File: src/rtl/wait_scheduler.sv
// wait_scheduler: per-bus-cycle Z80 /WAIT generator for the VG8020 bus.
// A new memory or IO cycle latches the lowest selected requester. Its
// programmed wait count (plus the M1 extra on opcode fetches) is inserted
// first, then the requester's own active-low WAIT line is honoured.
// Optional build macro: WAIT_SCHED_TIMEOUT_EN bounds the external hold to
// TIMEOUT cycles and raises a sticky timeout flag when it expires.
module wait_scheduler #(
  parameter int N_REQ    = 4,
  parameter int CNT_W    = 4,
  parameter int M1_EXTRA = 1,
  parameter int TIMEOUT  = 255,
  localparam int IDX_W   = (N_REQ > 1) ? $clog2(N_REQ) : 1
) (
  input  logic             clk,
  input  logic             rst,
  input  logic             nm1,
  input  logic             nmreq,
  input  logic             niorq,
  input  logic             nrfsh,
  input  logic [N_REQ-1:0] sel,
  input  logic [N_REQ-1:0] nextwait,
  input  logic             cfg_we,
  input  logic [IDX_W-1:0] cfg_idx,
  input  logic             cfg_io,
  input  logic [CNT_W-1:0] cfg_data,
  output logic             nwait,
  output logic             busy,
  output logic [IDX_W-1:0] active_idx,
  output logic             timeout
);

  localparam logic [CNT_W:0] M1X = (CNT_W + 1)'(M1_EXTRA);

  typedef enum logic [1:0] {
    IDLE,
    COUNT,
    HOLD,
    DONE
  } state_t;

  state_t           state;
  logic [CNT_W-1:0] mem_tbl [N_REQ];
  logic [CNT_W-1:0] io_tbl  [N_REQ];
  logic             prev_idle;
  logic             sel_valid;
  logic [CNT_W:0]   cnt;

  logic             strobe_idle;
  logic             is_refresh;
  logic             is_inta;
  logic             start;
  logic             start_valid;
  logic [IDX_W-1:0] start_idx;
  logic [CNT_W-1:0] entry;
  logic [CNT_W:0]   total;
  logic             start_held;
  logic             cur_held;

`ifdef WAIT_SCHED_TIMEOUT_EN
  localparam int TO_W = (TIMEOUT > 1) ? $clog2(TIMEOUT + 1) : 1;
  localparam logic [TO_W-1:0] HOLD_LAST = TO_W'(TIMEOUT - 1);
  logic [TO_W-1:0] hold_cnt;
  logic            timeout_q;
`endif

  assign strobe_idle = nmreq & niorq;
  assign is_refresh  = ~nmreq & ~nrfsh;
  assign is_inta     = ~nm1 & ~niorq;
  assign start       = (state == IDLE) && prev_idle && !strobe_idle &&
                       !is_refresh && !is_inta;

  // Priority pick of the lowest-numbered selected requester.
  always_comb begin
    start_valid = 1'b0;
    start_idx   = '0;
    for (int i = N_REQ - 1; i >= 0; i--) begin
      if (sel[i]) begin
        start_valid = 1'b1;
        start_idx   = IDX_W'(i);
      end
    end
  end

  // Programmed wait for the cycle being started; an IO strobe selects the IO entry.
  always_comb begin
    entry = '0;
    if (start_valid) begin
      entry = (~niorq) ? io_tbl[start_idx] : mem_tbl[start_idx];
    end
    total = {1'b0, entry} + ((~nm1) ? M1X : '0);
  end

  assign start_held = start_valid && !nextwait[start_idx];
  assign cur_held   = sel_valid && !nextwait[active_idx];
  assign busy       = (state != IDLE);

`ifdef WAIT_SCHED_TIMEOUT_EN
  assign timeout = timeout_q;
`else
  assign timeout = 1'b0;
`endif

  // Wait table, strobe history and the per-cycle WAIT state machine.
  always_ff @(posedge clk) begin
    if (rst) begin
      state      <= IDLE;
      nwait      <= 1'b1;
      active_idx <= '0;
      sel_valid  <= 1'b0;
      cnt        <= '0;
      prev_idle  <= 1'b0;
      for (int i = 0; i < N_REQ; i++) begin
        mem_tbl[i] <= '0;
        io_tbl[i]  <= '0;
      end
`ifdef WAIT_SCHED_TIMEOUT_EN
      hold_cnt  <= '0;
      timeout_q <= 1'b0;
`endif
    end else begin
      prev_idle <= strobe_idle;

      if (cfg_we && (int'(cfg_idx) < N_REQ)) begin
        if (cfg_io) begin
          io_tbl[cfg_idx] <= cfg_data;
        end else begin
          mem_tbl[cfg_idx] <= cfg_data;
        end
      end

      case (state)
        IDLE: begin
          nwait <= 1'b1;
          if (start) begin
            active_idx <= start_idx;
            sel_valid  <= start_valid;
            if (total != '0) begin
              state <= COUNT;
              cnt   <= total - 1'b1;
              nwait <= 1'b0;
            end else if (start_held) begin
              state <= HOLD;
              nwait <= 1'b0;
`ifdef WAIT_SCHED_TIMEOUT_EN
              hold_cnt <= '0;
`endif
            end else begin
              state <= DONE;
            end
          end
        end

        COUNT: begin
          if (strobe_idle) begin
            state <= IDLE;
            nwait <= 1'b1;
          end else if (cnt == '0) begin
            if (cur_held) begin
              state <= HOLD;
              nwait <= 1'b0;
`ifdef WAIT_SCHED_TIMEOUT_EN
              hold_cnt <= '0;
`endif
            end else begin
              state <= DONE;
              nwait <= 1'b1;
            end
          end else begin
            cnt <= cnt - 1'b1;
          end
        end

        HOLD: begin
          if (strobe_idle) begin
            state <= IDLE;
            nwait <= 1'b1;
          end else if (!cur_held) begin
            state <= DONE;
            nwait <= 1'b1;
`ifdef WAIT_SCHED_TIMEOUT_EN
          end else if (hold_cnt == HOLD_LAST) begin
            state     <= DONE;
            nwait     <= 1'b1;
            timeout_q <= 1'b1;
          end else begin
            hold_cnt <= hold_cnt + 1'b1;
`endif
          end
        end

        DONE: begin
          nwait <= 1'b1;
          if (strobe_idle) begin
            state <= IDLE;
          end
        end

        default: begin
          state <= IDLE;
          nwait <= 1'b1;
        end
      endcase
    end
  end

endmodule
File: config.mk
export PLATFORM = sky130hd
export DESIGN_NAME = wait_scheduler
export DESIGN_NICKNAME = d
export VERILOG_FILES = /design/src/rtl/wait_scheduler.sv
export SDC_FILE = /design/constraint.sdc
export NUM_CORES = 1
export LEC_CHECK = 0
export BUFFER_PORTS_ARGS = -buffer_cell sky130_fd_sc_hd__buf_2
export CAP_MARGIN = 15
export CORE_ASPECT_RATIO = 2
export CORE_UTILIZATION = 60
export CTS_CLUSTER_DIAMETER = 100
export DETAILED_ROUTE_END_ITERATION = 16
export GPL_ROUTABILITY_DRIVEN = 0
export GPL_TIMING_DRIVEN = 0
export PLACE_DENSITY_LB_ADDON = 0.08
export SYNTH_ARGS = -nofsm -noshare
export SYNTH_HDL_FRONTEND = slang
export SYNTH_SLANG_ARGS = --single-unit
File: constraint.sdc
create_clock -name clk -period 6.7 [get_ports clk]
set_input_delay 1.34 -clock clk [delete_from_list [all_inputs] [get_ports clk]]
set_output_delay 1.34 -clock clk [all_outputs]
set_load 0.1 [all_outputs]
==> flow_summary.yaml <==
detailed_routing:
  viasPerCell: 6.06
  drt-total-wl_um: 6400
  wire_per_inst_um: 17.8
  drc: 0
  detail_route.iter0.violations: 78
  via_count: 2177
  antenna_left: 0
  dr.pass1.iters: 5
layout:
  post-route-util_pct: 69.6
  nFillCells: 363
  drive_gt1_share_pct: 18.7
  antenna_cells: 0
  syn_to_final_growth_pct: 10.8
  layout_common_cells: "and2_1 (32), edfxtp_1 (32), buf_2 (26), nor2_1 (20), nand2_1 (17)"
  final_nets: 329
sta:
  final-setup-viol-count: 0
  rsz0062_at_grt: "no"
  fin_crit_sh_pct: 69.5
  worst_pin_slew_ns: 0.887
  min_period_ns: 4.66
  finClkSkew_ns: 0.00738
  slew_headroom_pct: 40.4
  drv_slew: 0
  max_freq_mhz: 215
  tns_ns: 0
  hold_viol_final: 0
power_and_ir_drop:
  power_density_nw_per_um2: 217
  switching_share_pct: 28.4
  pwr-share-comb_pct: 20.7
  seq_power_share_pct: 48.4
  power_frac_clock_pct: 30.9
  peakVddDrop_uv: 190
  power.switching_w: 0.000186
  p_int_w: 0.000468
  leakagePower_nw: 1.15
logic_synthesis:
  synth_top_cell_by_area: "edfxtp_1"
  synth.distinct_cells: 63
  syn_inst: 274
  synthesis.nets: 299
  synth_edf_count: 32
  yosysSeqAreaShare_pct: 44.1
  synth_flop_cell: "edfxtp_1"
  yosys_warnings: 0
  synthArstFlopShare_pct: 0
  yosys-top-cells-area: "edfxtp_1 (35%), dfxtp_1 (8.8%), and2_1 (7.3%), mux4_2 (3.3%), nor2_1 (2.8%)"
  yosys_register_bits: 44
  syn_area_per_cell_um2: 9.95
  synth_area_um2: 2730
  yosysTopAreaCellShare_pct: 35.2
critical_path:
  cpMaxStageDelayCell: "nor3_1"
  end_kind: "flop"
  startpoint_type: "primary input"
  required_ns: 6.94
  crit_top_cell: "ha_1"
  crit_type: "primary input to flop"
  cp_max_fo: 10
  cp_num_buf_inv: 3
  cpLargestDelayFamily: "simple AND/OR/NAND/NOR gates"
  critical_path.max_stage_delay_ns: 0.74
  arrival_ns: 4.90
  path_cells: "buf_2 -> buf_4 -> buf_2 -> nor3_1 -> mux4_2 -> nand2_1 -> a21oi_1 -> ha_1 -> ha_1 -> mux2i_1 -> ha_1 -> or3_1 -> a21boi_1 -> o21a_1"
grt:
  grt_pass1_wl_um: 10400
  grt_pass1_vias: 2268
  grt_max_degree: 15
  grt_use_total_pct: 29.3
  overflow: 0
  antenna_found_initial: 0
placement:
  numPortBuffers: 23
  hpwl_um: 5140
floorplanning:
  dieArea_um2: 4830
  die_y_um: 97.3
  fp.dieW_um: 49.7
  initial_core_util_pct: 62.8
  num_io_pins: 27
  rows: 34
  core_area_um2: 4340
clock_network:
  clkTransAtPathRegs_ns: 0.09
  cts_buffers: 5
  cts_max_level: 2
  cts_root_buf: "clkbuf_8"
  cts.sinks: 44
  cts.path.max_buffers: 2
  clk_latency_ns: 0.29
  cts_tree: "built"
  cts_setup_buffers: 0
  hold_buffers: 0
  cts.repair.resized: 0
outcome:
  status: "completed"
min_path:
  min_path_type: "flop to flop"
run:
  max_cap_viol_count: 0
==> cell usage after synthesis, types with 4 or more instances <==
cell	number
a21oi_1	14
and2_1	32
and3_1	5
buf_4	5
dfxtp_1	12
edfxtp_1	32
inv_1	11
mux2i_1	4
mux4_2	4
nand2_1	17
nand2b_1	4
nand3_1	9
nand3b_1	4
nor2_1	20
nor2b_1	8
nor3_1	6
o21ai_0	13
o21ai_1	4
==> worst paths after layout <==
path                                    start                  end  slack [ns]  cells past startpoint
setup reg to reg  mem_tbl[0][0]$_SDFFCE_PN0P_  cnt[2]$_SDFFE_PP0P_        4.05                     10
hold reg to reg           cnt[0]$_SDFFE_PP0P_  cnt[0]$_SDFFE_PP0P_        0.50                      2
hold / removal            cnt[0]$_SDFFE_PP0P_  cnt[0]$_SDFFE_PP0P_        0.50                      2
setup / recovery                       sel[0]  cnt[2]$_SDFFE_PP0P_        2.04                     14
==> power groups by stage <==
stage                     logic (W)  registers (W)  clock network, W
after floorplan           0.0000973       0.000321                 0
after global placement     0.000131       0.000322                 0
after detailed placement   0.000134       0.000323                 0
after CTS                  0.000135       0.000316          0.000205
after global routing       0.000148       0.000318          0.000217
final                      0.000135       0.000316          0.000202
==> stage by stage <==
step	power [W]	cell area [um2]	std cells	hold slack (ns)	setup WS [ns]
floorplan	0.000418	2730	274	0.460	2.47
global placement	0.000453	2910	351	0.477	1.78
detailed placement	0.000456	2910	351	0.489	1.77
CTS	0.000656	3020	359	0.501	2.06
global route	0.000683	3020	359	0.542	1.79
finish	0.000654	3020	359	0.504	2.04
==> cells by family after synthesis <==
logic type / after synthesis / synth area share, %
AND/OR/NAND/NOR: 121 / 25.4
AO/OA/AOI/OAI: 73 / 19.9
flip-flops: 44 / 44.1
buffers and inverters: 23 / 3.99
multiplexers: 8 / 4.77
adder cells (fa/ha/maj): 3 / 1.38
other: 1 / 0.138
XOR/XNOR: 1 / 0.321
==> worst reg2reg max path: stages (launching register included) <==
cell      delay, ns
edfxtp_1       0.38
mux4_2         0.46
nand2_1        0.11
a21oi_1        0.07
ha_1           0.22
ha_1           0.33
mux2i_1        0.12
ha_1           0.25
or3_1          0.38
a21boi_1       0.15
o21a_1         0.12
==> flip-flops by register name, indices dropped and copies added, names as in the netlist <==
register	flops
mem_tbl	16
nwait	1
state	2
io_tbl	16
sel_valid	1
active_idx	2
prev_idle	1
cnt	5
==> cell type report <==
| cell class | count | area (um2) | area share [%] |
|---|---|---|---|
| multi-input cells | 207 | 1420 | 46.9 |
| inverters | 12 | 45.0 | 1.49 |
| flip-flops and latches | 44 | 1200 | 39.8 |
| clock buffers | 5 | 68.8 | 2.28 |
| well taps | 54 | 67.6 | 2.24 |
| repair buffers | 23 | 115 | 3.81 |
| plain buffers | 11 | 63.8 | 2.11 |
| clock inverters | 3 | 42.5 | 1.41 |
==> metal layers <==
layer	share of wire (%)	global-route usage, %	vias to the layer above
met1	32	25.1	1020
met3	2.7	2.82	22
met4	5.1	19.1	0
li1	-	-	1073
met2	60	58.4	62
met5	0	0	-
Note: power is estimated with default switching activity, not from simulation.
